**src/rtl/hazard_branch_unit.sv**
```systemverilog
// hazard_branch_unit: RAW scoreboard stall, static branch prediction with
// execute redirect, and an N-deep lookback buffer of return PC/PSW.
// Optional: define STALL_COUNT_EN for a saturating stall-cycle counter;
// without it stall_cnt is tied to 0.
module hazard_branch_unit #(
  parameter int REG_CNT      = 8,
  parameter int DEP_STAGES   = 2,
  parameter int PC_W         = 16,
  parameter int OFF_W        = 13,
  parameter int PSW_W        = 16,
  parameter int LB_DEPTH     = 2,
  parameter int PREDICT_MODE = 0
) (
  input  logic                clk,
  input  logic                rst_n,
  input  logic [REG_CNT-1:0]  dep_set,
  input  logic [REG_CNT-1:0]  dep_use,
  input  logic                flush,
  output logic [REG_CNT-1:0]  stall,
  output logic                stall_any,
  input  logic                fetch_en,
  input  logic [PC_W-1:0]     pc_in,
  input  logic [2:0]          opc_msb,
  input  logic [OFF_W-1:0]    br_off,
  input  logic [PSW_W-1:0]    psw_in,
  input  logic                redirect_valid,
  input  logic [PC_W-1:0]     redirect_pc,
  output logic [PC_W-1:0]     pc_next,
  output logic                pred_taken,
  output logic [PC_W-1:0]     lb_pc_lr,
  output logic [PSW_W-1:0]    lb_psw_lr,
  output logic [PC_W-1:0]     lb_pc,
  output logic [PSW_W-1:0]    lb_psw,
  output logic [LB_DEPTH-1:0] lb_valid,
  output logic [15:0]         stall_cnt
);

  logic [DEP_STAGES-1:0][REG_CNT-1:0] dep;
  logic [REG_CNT-1:0]                 dep_or;

  // Union of every pending write still in flight
  always_comb begin
    dep_or = '0;
    for (int k = 0; k < DEP_STAGES; k++) dep_or = dep_or | dep[k];
  end

  // A flush kills the producers, so no hit can be reported that cycle
  assign stall     = flush ? '0 : (dep_or & dep_use);
  assign stall_any = |stall;

  // Scoreboard chain; a stalled decode inserts a bubble instead of its write
  always_ff @(posedge clk) begin
    if (!rst_n) begin
      dep <= '0;
    end else if (flush) begin
      dep <= '0;
    end else begin
      for (int k = DEP_STAGES - 1; k > 0; k--) dep[k] <= dep[k-1];
      dep[0] <= stall_any ? '0 : dep_set;
    end
  end

  logic signed [OFF_W-1:0] off_s;
  logic [PC_W-1:0]         ext;
  logic [PC_W-1:0]         seq;
  logic                    branch;
  logic                    take;

  assign off_s  = br_off;
  assign ext    = PC_W'(off_s) << 1;
  assign seq    = pc_in + PC_W'(2);
  assign branch = (opc_msb == 3'b000) || (opc_msb == 3'b001);
  assign take   = (PREDICT_MODE == 0) ? branch : (branch & br_off[OFF_W-1]);

  // Next fetch PC: reset, then redirect, then hold on stall/no-fetch
  always_ff @(posedge clk) begin
    if (!rst_n) begin
      pc_next    <= '0;
      pred_taken <= 1'b0;
    end else if (redirect_valid) begin
      pc_next    <= redirect_pc;
      pred_taken <= 1'b0;
    end else if (fetch_en && !stall_any) begin
      pc_next    <= take ? (seq + ext) : seq;
      pred_taken <= take;
    end
  end

  logic [LB_DEPTH-1:0][PC_W-1:0]  lb_pc_q;
  logic [LB_DEPTH-1:0][PSW_W-1:0] lb_psw_q;
  logic                           advance;

  assign advance = fetch_en & ~stall_any & ~redirect_valid;

  // Lookback shift register; redirect only invalidates, data is left stale
  always_ff @(posedge clk) begin
    if (!rst_n) begin
      lb_pc_q  <= '0;
      lb_psw_q <= '0;
      lb_valid <= '0;
    end else if (redirect_valid) begin
      lb_valid <= '0;
    end else if (advance) begin
      for (int k = LB_DEPTH - 1; k > 0; k--) begin
        lb_pc_q[k]  <= lb_pc_q[k-1];
        lb_psw_q[k] <= lb_psw_q[k-1];
        lb_valid[k] <= lb_valid[k-1];
      end
      lb_pc_q[0]  <= seq;
      lb_psw_q[0] <= psw_in;
      lb_valid[0] <= 1'b1;
    end
  end

  assign lb_pc_lr  = lb_pc_q[0];
  assign lb_psw_lr = lb_psw_q[0];
  assign lb_pc     = lb_pc_q[LB_DEPTH-1];
  assign lb_psw    = lb_psw_q[LB_DEPTH-1];

`ifdef STALL_COUNT_EN
  logic [15:0] cnt;

  // Saturating stall counter, cleared only by reset
  always_ff @(posedge clk) begin
    if (!rst_n) cnt <= '0;
    else if (stall_any && cnt != 16'hFFFF) cnt <= cnt + 16'd1;
  end

  assign stall_cnt = cnt;
`else
  assign stall_cnt = '0;
`endif

endmodule

```
**config.mk**
```make
export PLATFORM = sky130hd
export DESIGN_NAME = hazard_branch_unit
export DESIGN_NICKNAME = d
export VERILOG_FILES = /design/src/rtl/hazard_branch_unit.sv
export SDC_FILE = /design/constraint.sdc
export NUM_CORES = 1
export LEC_CHECK = 0
export BUFFER_PORTS_ARGS = -buffer_cell sky130_fd_sc_hd__buf_2
export CORE_MARGIN = 5
export CORE_UTILIZATION = 35
export CTS_CLUSTER_DIAMETER = 40
export DETAILED_ROUTE_END_ITERATION = 7
export GPL_ROUTABILITY_DRIVEN = 0
export GPL_TIMING_DRIVEN = 0
export SLEW_MARGIN = 20
export SYNTH_ARGS = -nofsm -noshare
export SYNTH_HDL_FRONTEND = slang
export SYNTH_SLANG_ARGS = --single-unit
```
**constraint.sdc**
```tcl
create_clock -name clk -period 7.2 [get_ports clk]
set_input_delay 1.44 -clock clk [delete_from_list [all_inputs] [get_ports clk]]
set_output_delay 1.44 -clock clk [all_outputs]
set_load 0.1 [all_outputs]
```
==> flow_metrics.py, run 1 <==
metrics = {
    "placed_design": {
        "dpl_cell_area_mm2": 0.00616,
        "port_buffers": 174,
        "dpl.hpwl_mm": 12.0,
    },
    "cts": {
        "clockBufferDepth": 2,
        "cts_resized": 0,
        "htreeDepth": 3,
        "numCtsBuffers": 9,
        "cts-hold-fix-buffers": 0,
        "cts.root.buffer_cell": "clkbuf_16",
        "clkSlewWorstSetupHoldPaths_ns": 0.07,
        "cts_setup_buffers": 0,
        "cts_tree": "built",
        "cts_sinks": 99,
        "clock_latency_ns": 0.34,
    },
    "critical_path": {
        "startpoint_type": "primary input",
        "arrival_ns": 2.99,
        "crit_required_ns": 5.76,
        "worstSetupPathType": "in2out",
        "cp_max_fo": 10,
        "critPathCaptureType": "primary output",
    },
    "layout": {
        "fillers": 1505,
        "areaGrowthSynthToFinish_pct": 29.1,
        "final_area_mm2": 0.00646,
        "antenna_cells": 0,
        "final_core_util_pct": 46.4,
        "drive_gt1_share_pct": 27.9,
        "nets": 926,
    },
    "detailed_routing": {
        "avgRoutedWirePerCell_um": 15.1,
        "drc_errors": 0,
        "drtPass1Iterations": 4,
        "vias": 4834,
        "initialDrtViolationCount": 247,
        "vias_per_cell": 4.80,
        "drt.antenna.violating_nets": 0,
        "routed_wl_mm": 15.2,
    },
    "global_route": {
        "met2_usage_pct": 28.9,
        "grt_pass1_wl_mm": 23.4,
        "grt_usage_pct": 17.8,
        "antenna_found_initial": 0,
        "grt_pass1_vias": 4616,
        "grt.busiest_layer": "met2",
        "grt_overflow_total": 0,
        "met3_usage_pct": 3.83,
        "gr-usage-met1_pct": 23.6,
        "grt_max_degree": 17,
    },
    "yosys": {
        "ys_ff_latch": 99,
        "synth_seq_area_share_pct": 39.6,
        "synth_cell_type_count": 54,
        "synthArstFlopShare_pct": 0,
        "synth_area_mm2": 0.00501,
        "synth-edff-count": 0,
        "syn_area_per_cell_um2": 8.05,
        "yosysWarnings": 0,
        "syn_inst": 622,
        "synth_flop_cell": "dfxtp_1",
    },
    "die": {
        "initial_core_util_pct": 35.9,
        "dieHeight_um": 130,
        "fp.dieW_um": 130,
        "core-area_mm2": 0.0139,
        "dieArea_mm2": 0.0168,
        "num_rows": 43,
        "io_pins": 193,
    },
    "timing": {
        "period_share_pct": 61.5,
        "rsz0062_at_grt": "false",
        "fin_tns_setup_ns": 0,
        "min_period_ns": 4.43,
        "finalMaxSlewViolations": 0,
        "fmax_ghz": 0.226,
        "skew_ns": 0.00833,
        "slew_headroom_pct": 56.1,
        "setup_violations": 0,
        "hold_viol": 0,
        "worst_pin_slew_ns": 0.658,
        "hold-worst-slack_ns": 0.450,
    },
    "power_and_ir_drop": {
        "peakVddDrop_v": 0.000151,
        "p_per_area_mw_per_mm2": 241,
        "leakage_nw": 3.00,
        "power_w": 0.00156,
    },
    "run": {
        "max_cap_viol_count": 0,
    },
    "outcome": {
        "outcome": "completed",
    },
    "min_path": {
        "hp-class": "reg2reg",
    },
}
[Yosys cell counts, types with 2 or more instances]
cell | n | area share [%]
and2_1 | 15 | 1.9
ha_1 | 18 | 4.5
o21a_1 | 2 | 0.30
nand3b_1 | 3 | 0.45
xnor2_1 | 13 | 2.3
a21boi_1 | 4 | 0.60
nand2_1 | 133 | 10
a21oi_1 | 17 | 1.7
nor2b_1 | 7 | 0.87
a21boi_0 | 47 | 7.0
o31ai_1 | 2 | 0.30
o211ai_1 | 3 | 0.45
or2_2 | 4 | 0.50
o21ai_0 | 17 | 1.7
o211a_1 | 2 | 0.40
a211oi_1 | 5 | 0.75
o311a_1 | 2 | 0.40
buf_4 | 22 | 3.3
a31oi_1 | 2 | 0.25
nand3_1 | 6 | 0.60
and3_1 | 14 | 1.7
inv_1 | 13 | 0.97
buf_2 | 9 | 0.90
a311oi_1 | 2 | 0.35
a221oi_1 | 2 | 0.35
nand2b_1 | 9 | 1.1
or3_1 | 2 | 0.25
nor3_1 | 8 | 0.80
nor2_1 | 67 | 5.0
clkbuf_1 | 20 | 1.5
nor3b_1 | 13 | 1.9
nand4_1 | 5 | 0.62
dfxtp_1 | 99 | 40
xor2_1 | 10 | 1.7
o32ai_1 | 3 | 0.52
a21o_1 | 2 | 0.30
o2111ai_1 | 3 | 0.52
[registers in the layout, summed over array words and instances (netlist names)]
register,flops
lb_valid,2
pred_taken,1
dep,16
pc_next,16
lb_psw,16
lb_pc,16
lb_psw_lr,16
lb_pc_lr,16
[path summary, 6_finish.rpt]
check                    end  cells past startpoint  slack (ns)      start
hold / removal     lb_pc[14]                      2        0.45  lb_pc[14]
hold reg to reg    lb_pc[14]                      2        0.45  lb_pc[14]
setup / recovery   stall_any                      7        2.77      flush
setup reg to reg  pc_next[7]                     10        4.83     dep[4]
[final cells by class]
type,count,area (um^2),share of cell area (%)
Clock buffer,10,239,3.70
Tap cell,180,225,3.49
Sequential cell,99,1980,30.7
Clock inverter,6,63.8,0.988
Inverter,13,48.8,0.755
Buffer,52,289,4.47
Multi-Input combinational cell,473,2740,42.4
Timing Repair Buffer,174,871,13.5
[report_power, final]
part / internal, W / total, W / switching, W
Combinational: 0.000112 / 0.000471 / 0.000358
Sequential: 0.000574 / 0.000591 / 0.0000165
Clock: 0.000280 / 0.000496 / 0.000216
[layout by cell type, fill, tap and decap left out, types with 3 or more instances in the layout]
| master | Yosys | layout |
|---|---|---|
| buf_2 | 9 | 183 |
| nand2_1 | 133 | 133 |
| dfxtp_1 | 99 | 99 |
| nor2_1 | 67 | 67 |
| a21boi_0 | 47 | 47 |
| buf_4 | 22 | 22 |
| clkbuf_1 | 20 | 20 |
| ha_1 | 18 | 18 |
| o21ai_0 | 17 | 17 |
| a21oi_1 | 17 | 17 |
| conb_1 | 1 | 16 |
| and2_1 | 15 | 15 |
| and3_1 | 14 | 14 |
| xnor2_1 | 13 | 13 |
| inv_1 | 13 | 13 |
| nor3b_1 | 13 | 13 |
| xor2_1 | 10 | 10 |
| nand2b_1 | 9 | 9 |
| clkbuf_16 | 0 | 9 |
| nor3_1 | 8 | 8 |
| nor2b_1 | 7 | 7 |
| nand3_1 | 6 | 6 |
| nand4_1 | 5 | 5 |
| a211oi_1 | 5 | 5 |
| or2_2 | 4 | 4 |
| a21boi_1 | 4 | 4 |
| o32ai_1 | 3 | 3 |
| o211ai_1 | 3 | 3 |
| o2111ai_1 | 3 | 3 |
| nand3b_1 | 3 | 3 |
| clkinv_2 | 0 | 3 |
[metrics by stage]
stage          setup slack, ns  std cells
5_1_grt                   2.69       1007
3_3_place_gp              2.76        991
3_5_place_dp              2.75        991
4_1_cts                   2.75       1007
2_1_floorplan             2.10        637
6_report                  2.77       1007
[critical path, stage by stage]
cell and delay, ns:
buf_2 0.12, buf_4 0.17, o32ai_1 0.47, nor4_4 0.11, buf_2 0.20, inv_1 0.06, buf_2 0.41
[kinds of logic (layout without fill, tap and decap cells)]
family,count (synthesis),count (layout),synth area share (%)
other cells,1,16,0.0749
compound gates,122,122,17.4
buf+inv,65,255,6.75
xor+xnor,23,23,4.02
flops,99,99,39.6
simple gates,292,292,27.0
fa+ha+maj,19,19,4.90
mux,1,1,0.200
[routing by layer]
metal / part of all wire (%) / up-vias
met1: 45 / 2188
met4: 2.2 / 0
met2: 46 / 156
met3: 7.1 / 25
met5: 0 / -
li1: - / 2465
Note: power is estimated with default switching activity, not from simulation.
==> run 2: changes to the inputs <==
--- a/config.mk
+++ b/config.mk
@@ -5,6 +5,7 @@
 export SDC_FILE = /design/constraint.sdc
 export NUM_CORES = 1
 export LEC_CHECK = 0
+export ABC_AREA = 1
 export BUFFER_PORTS_ARGS = -buffer_cell sky130_fd_sc_hd__buf_2
 export CORE_MARGIN = 5
 export CORE_UTILIZATION = 35
==> constraint.sdc (replaced) <==
create_clock -name clk -period 4.35 [get_ports clk]
set_input_delay 0.87 -clock clk [delete_from_list [all_inputs] [get_ports clk]]
set_output_delay 0.87 -clock clk [all_outputs]
set_load 0.1 [all_outputs]
==> run 2 against run 1 <==
  * Largest power group unchanged
  * Core utilization is 0.23 points lower
  * Flip-flop and latch count did not move
  * Clock power is 51% higher
  * Clock-buffer cell count is 1 higher
  * Clock skew hardly changed
  * First-iteration DRC count is 48% higher
  * Setup slack got worse by 1.6 ns
  * Combinational power grew 110%
  * Sequential power rose by 71%
  * Critical path depth up 9
==> flow_metrics.py, run 2 <==
metrics = {
    "timing": {
        "fmax_ghz": 0.310,
        "setup_violations": 0,
        "fin_tns_setup_ns": 0,
        "period_share_pct": 74.2,
        "finalMaxSlewViolations": 0,
        "worst_pin_slew_ns": 0.642,
        "skew_ns": 0.00794,
        "hold_viol": 0,
        "min_period_ns": 3.23,
        "rsz0062_at_grt": "false",
        "slew_headroom_pct": 56.7,
    },
    "cts": {
        "clock_latency_ns": 0.35,
        "numCtsBuffers": 9,
        "cts_resized": 0,
        "htreeDepth": 3,
        "cts.root.buffer_cell": "clkbuf_16",
        "clkSlewWorstSetupHoldPaths_ns": 0.07,
        "cts_sinks": 99,
        "cts_tree": "built",
        "cts_setup_buffers": 0,
        "cts-hold-fix-buffers": 0,
        "clockBufferDepth": 2,
    },
    "critical_path": {
        "path_common_cell": "nor2_1",
        "crit_required_ns": 4.58,
        "cp_max_fo": 5,
        "startpoint_type": "primary input",
        "arrival_ns": 3.46,
        "critPathCaptureType": "register",
        "path_cells": "buf_2 > ha_1 > nand3_1 > nor2_1 > xor2_1 > ha_1 > a21oi_1 > nor2_1 > nor2_1 > nor2_1 > nor2_1 > nand2_1 > nand2_1 > nand3_1 > nand2_1 > a21oi_1",
        "cpPeakStageDelay_ns": 0.42,
        "worstSetupPathType": "in2reg",
        "cp_slowest_cell": "xor2_1",
    },
    "yosys": {
        "yosysWarnings": 0,
        "syn_inst": 739,
        "synth_seq_area_share_pct": 39.4,
        "synth.top_cell.area_share_pct": 39.4,
        "synthTopCellsByArea": "dfxtp_1 (39%), nor2_1 (12%), o21ai_0 (8.9%), nand2_1 (8.8%), inv_1 (5.9%)",
        "synth_area_mm2": 0.00503,
        "synthArstFlopShare_pct": 0,
        "syn_area_per_cell_um2": 6.81,
        "synthTopCellsByCount": "nor2_1 (161), nand2_1 (118), dfxtp_1 (99)",
        "synth-edff-count": 0,
        "synth_cell_type_count": 32,
        "synth_flop_cell": "dfxtp_1",
        "ys_ff_latch": 99,
        "yosysMostFrequentCell": "nor2_1",
        "yosysTopAreaCell": "dfxtp_1",
    },
    "die": {
        "dieArea_mm2": 0.0169,
        "dieHeight_um": 130,
        "io_pins": 193,
        "core-area_mm2": 0.0140,
        "fp.dieW_um": 130,
        "num_rows": 43,
        "initial_core_util_pct": 36.0,
    },
    "power_and_ir_drop": {
        "peakVddDrop_v": 0.000180,
        "p_per_area_mw_per_mm2": 429,
        "leakage_nw": 3.43,
        "power_w": 0.00277,
    },
    "global_route": {
        "antenna_found_initial": 0,
        "grt_pass1_vias": 4713,
        "grt_max_degree": 17,
        "grt_usage_pct": 18.6,
        "grt_pass1_wl_mm": 24.5,
        "grt_overflow_total": 0,
    },
    "layout": {
        "nets": 1043,
        "antenna_cells": 0,
        "fillers": 1531,
        "drive_gt1_share_pct": 23.8,
        "layout_common_cells": "buf_2 (178), nor2_1 (161), nand2_1 (118), dfxtp_1 (99), o21ai_0 (89)",
        "final_common_cell": "buf_2",
        "areaGrowthSynthToFinish_pct": 28.3,
    },
    "detailed_routing": {
        "routed_wl_mm": 16.1,
        "drtPass1Iterations": 5,
        "vias": 5227,
        "drt.antenna.violating_nets": 0,
        "vias_per_cell": 4.65,
        "drc_errors": 0,
        "avgRoutedWirePerCell_um": 14.4,
        "initialDrtViolationCount": 366,
    },
    "placed_design": {
        "port_buffers": 174,
        "dpl.hpwl_mm": 12.9,
    },
    "run": {
        "max_cap_viol_count": 0,
    },
    "outcome": {
        "outcome": "completed",
    },
    "min_path": {
        "hp-class": "reg2reg",
    },
}
## run 2: cells by family (layout without fill, tap and decap cells)
logic type / count (synthesis) / count (layout) / synth area share (%)
buffers and inverters: 126 / 316 / 11.4
multiplexers: 1 / 1 / 0.199
adder cells (fa/ha/maj): 19 / 19 / 4.87
other: 1 / 16 / 0.0745
AO/OA/AOI/OAI: 142 / 142 / 14.2
flip-flops: 99 / 99 / 39.4
XOR/XNOR: 10 / 10 / 1.74
AND/OR/NAND/NOR: 341 / 341 / 28.1
## run 2: final cells by class
cell class / instances / area [um^2] / area share, %
flip-flops and latches: 99 / 1980 / 30.7
clock inverters: 5 / 37.5 / 0.582
repair buffers: 174 / 871 / 13.5
inverters: 82 / 308 / 4.77
clock buffers: 11 / 233 / 3.61
multi-input cells: 529 / 2530 / 39.3
well taps: 180 / 225 / 3.49
plain buffers: 44 / 264 / 4.09
## run 2: final timing paths
path             from      endpoint  slack (ns)  cells after the start
max          pc_in[1]   pc_next[14]        1.12                     16
min            dep[6]       dep[14]        0.42                      2
max reg2reg    dep[6]  lb_pc_lr[12]        2.37                      8
min reg2reg    dep[6]       dep[14]        0.42                      2
## run 2: metal layers
metal	vias to the layer above	global-route usage (%)	routed length [um]	part of all wire (%)
li1	2725	-	-	-
met1	2317	26.4	7780	48
met2	172	28.8	6970	43
met3	13	3.64	1180	7.3
met4	0	5.26	199	1.2
met5	-	0	0	0
## run 2: through the flow
stage	setup WS (ns)	instance area (um^2)	util (%)	hold WS, ns	cells
after floorplan	0.204	5090	-	0.403	754
after global placement	0.752	6180	44.2	0.410	1108
after detailed placement	0.806	6180	44.2	0.412	1108
after CTS	1.18	6450	46.1	0.426	1124
after global routing	0.773	6450	46.1	0.441	1124
final	1.12	6450	46.1	0.424	1124
## run 2: where the power goes
part | switching (W) | total [W] | internal (W)
clock | 0.000355 | 0.000748 | 0.000393
sequential | 0.0000377 | 0.00101 | 0.000974
combinational | 0.000808 | 0.00101 | 0.000198
## run 2: critical path: cells and delay by family
| kind | cells | cell delay (ns) |
|---|---|---|
| xor gates and xnor gates | 1 | 0.42 |
| AOI/OAI and AO/OA | 2 | 0.36 |
| adders and majority gates | 2 | 0.59 |
| buffers and inverters | 1 | 0.16 |
| and+or+nand+nor | 10 | 1.08 |
==> run 3: changes to the inputs <==
==> constraint.sdc (replaced) <==
create_clock -name clk -period 2.8 [get_ports clk]
set_input_delay 0.56 -clock clk [delete_from_list [all_inputs] [get_ports clk]]
set_output_delay 0.56 -clock clk [all_outputs]
set_load 0.1 [all_outputs]
==> run 3 against run 2 <==
  * Wire length decreased by 0.61%
  * Design area increased by 2.5%
  * Sequential power increased by 55%
  * Highest routed layer unchanged
  * Clock skew increased by 0.0045 ns
  * Core utilization increased by 1.1 points
  * Die area unchanged
  * Total power increased by 58%
  * Flip-flop and latch count unchanged
  * Sequential share of layout area decreased by 0.74 points
  * First-iteration DRC count decreased by 29%
  * Critical path depth increased by 2
  * Largest cell class unchanged
==> flow_metrics.py, run 3 (synthesis gave the netlist of run 2 again) <==
metrics = {
    "critical_path": {
        "arrival_ns": 2.86,
        "worstSetupPathType": "in2reg",
        "critPathCaptureType": "register",
        "path_cells": "buf_2 > ha_2 > nand3_2 > inv_1 > nand2_2 > nor2_2 > xor2_2 > ha_1 > nand2_1 > nor2_1 > and2_1 > nand2_1 > nand2_1 > inv_1 > nand3_1 > nand3_1 > nand2_1 > a21oi_1",
        "path_common_cell": "nand2_1",
        "startpoint_type": "primary input",
        "cp_max_fo": 5,
        "cpPeakStageDelay_ns": 0.32,
        "cp_slowest_cell": "ha_1",
        "crit_required_ns": 3.06,
    },
    "timing": {
        "fmax_ghz": 0.385,
        "setup_violations": 0,
        "skew_ns": 0.0124,
        "slew_headroom_pct": 59.8,
        "worst_pin_slew_ns": 0.602,
        "setup_ws_ns": 0.200,
        "min_period_ns": 2.60,
        "hold-worst-slack_ns": 0.421,
        "period_share_pct": 92.9,
        "hold_viol": 0,
        "finalMaxSlewViolations": 0,
    },
    "power_and_ir_drop": {
        "leakage_nw": 3.46,
        "p_per_area_mw_per_mm2": 662,
        "power_w": 0.00438,
        "peakVddDrop_v": 0.000285,
    },
    "cts": {
        "cts_sinks": 99,
        "cts_tree": "built",
        "htreeDepth": 3,
        "clkSlewWorstSetupHoldPaths_ns": 0.07,
        "cts-hold-fix-buffers": 0,
        "cts.root.buffer_cell": "clkbuf_16",
        "numCtsBuffers": 9,
        "clockBufferDepth": 2,
        "clock_latency_ns": 0.34,
    },
    "global_route": {
        "grt_pass1_vias": 4698,
        "grt_pass1_wl_mm": 24.2,
        "grt_overflow_total": 0,
        "antenna_found_initial": 0,
        "grt_max_degree": 19,
        "grt_usage_pct": 18.3,
    },
    "placed_design": {
        "dpl.hpwl_mm": 12.7,
        "port_buffers": 174,
        "dp_cells": 1108,
        "place_ws_ns": -0.436,
    },
    "detailed_routing": {
        "avgRoutedWirePerCell_um": 14.2,
        "routed_wl_mm": 16.0,
        "initialDrtViolationCount": 259,
        "drt.antenna.violating_nets": 0,
        "vias_per_cell": 4.55,
        "drtPass1Iterations": 4,
        "vias": 5132,
        "drc_errors": 0,
    },
    "die": {
        "io_pins": 193,
        "dieHeight_um": 130,
        "num_rows": 43,
        "fp.dieW_um": 130,
        "dieArea_mm2": 0.0169,
        "initial_core_util_pct": 36.0,
        "core-area_mm2": 0.0140,
    },
    "layout": {
        "stdcell_count": 1127,
        "nets": 1046,
        "final_common_cell": "buf_2",
        "layout_common_cells": "buf_2 (178), nor2_1 (156), nand2_1 (117), dfxtp_1 (99), o21ai_0 (88)",
        "antenna_cells": 0,
        "drive_gt1_share_pct": 25.9,
        "areaGrowthSynthToFinish_pct": 31.5,
    },
    "min_path": {
        "hp-class": "reg2reg",
    },
    "outcome": {
        "outcome": "completed",
    },
    "run": {
        "max_cap_viol_count": 0,
    },
}
## run 3: area by class of cell
cell class | count | area [um^2]
inverters | 82 | 308
well taps | 180 | 225
fillers | 1508 | 7370
repair buffers | 177 | 893
clock inverters | 6 | 61.3
multi-input cells | 529 | 2640
flip-flops and latches | 99 | 1980
clock buffers | 10 | 239
plain buffers | 44 | 264
## run 3: what timing repair did
action	CTS	global route
endpoints found under the hold margin	0	0
setup buffers	0	3
gates resized for setup	2	15
pin swaps	0	2
setup endpoints to repair	3	7
## run 3: worst paths after layout
kind                            depth (start not counted)  slack (ns)      from            to
worst max-delay path                                   18        0.20  pc_in[1]   pc_next[15]
worst min-delay path                                    2        0.42    dep[5]       dep[13]
worst max register to register                          7        0.74    dep[1]  lb_pc_lr[12]
worst min register to register                          2        0.42    dep[5]       dep[13]
## run 3: worst max-delay path, delay by kind of cell
kind / cells / cell delay [ns]
and+or+nand+nor: 11 / 1.07
adders and majority gates: 2 / 0.53
buffers and inverters: 3 / 0.32
xor gates and xnor gates: 1 / 0.27
AOI/OAI and AO/OA: 1 / 0.12
## run 3: layer usage
metal  track usage [%]  wire, um  up-vias
li1                  -         -     2728
met1              24.9      7400     2213
met2              29.2      7130      172
met3              4.13      1250       19
met4              5.32       250        0
met5                 0         0        -
## run 3: report_power, final
group / total [W] / internal (W) / switching, W
Clock: 0.00123 / 0.000646 / 0.000583
Sequential: 0.00157 / 0.00151 / 0.0000591
Combinational: 0.00157 / 0.000316 / 0.00126
## run 3: per-stage QoR
stage	TNS (ns)	instance area, um^2	util [%]
2_1_floorplan	0	5100	-
3_3_place_gp	-2.83	6200	44.3
3_5_place_dp	-2.67	6200	44.3
4_1_cts	0	6510	46.5
5_1_grt	-0.00517	6610	47.3
6_report	0	6610	47.3
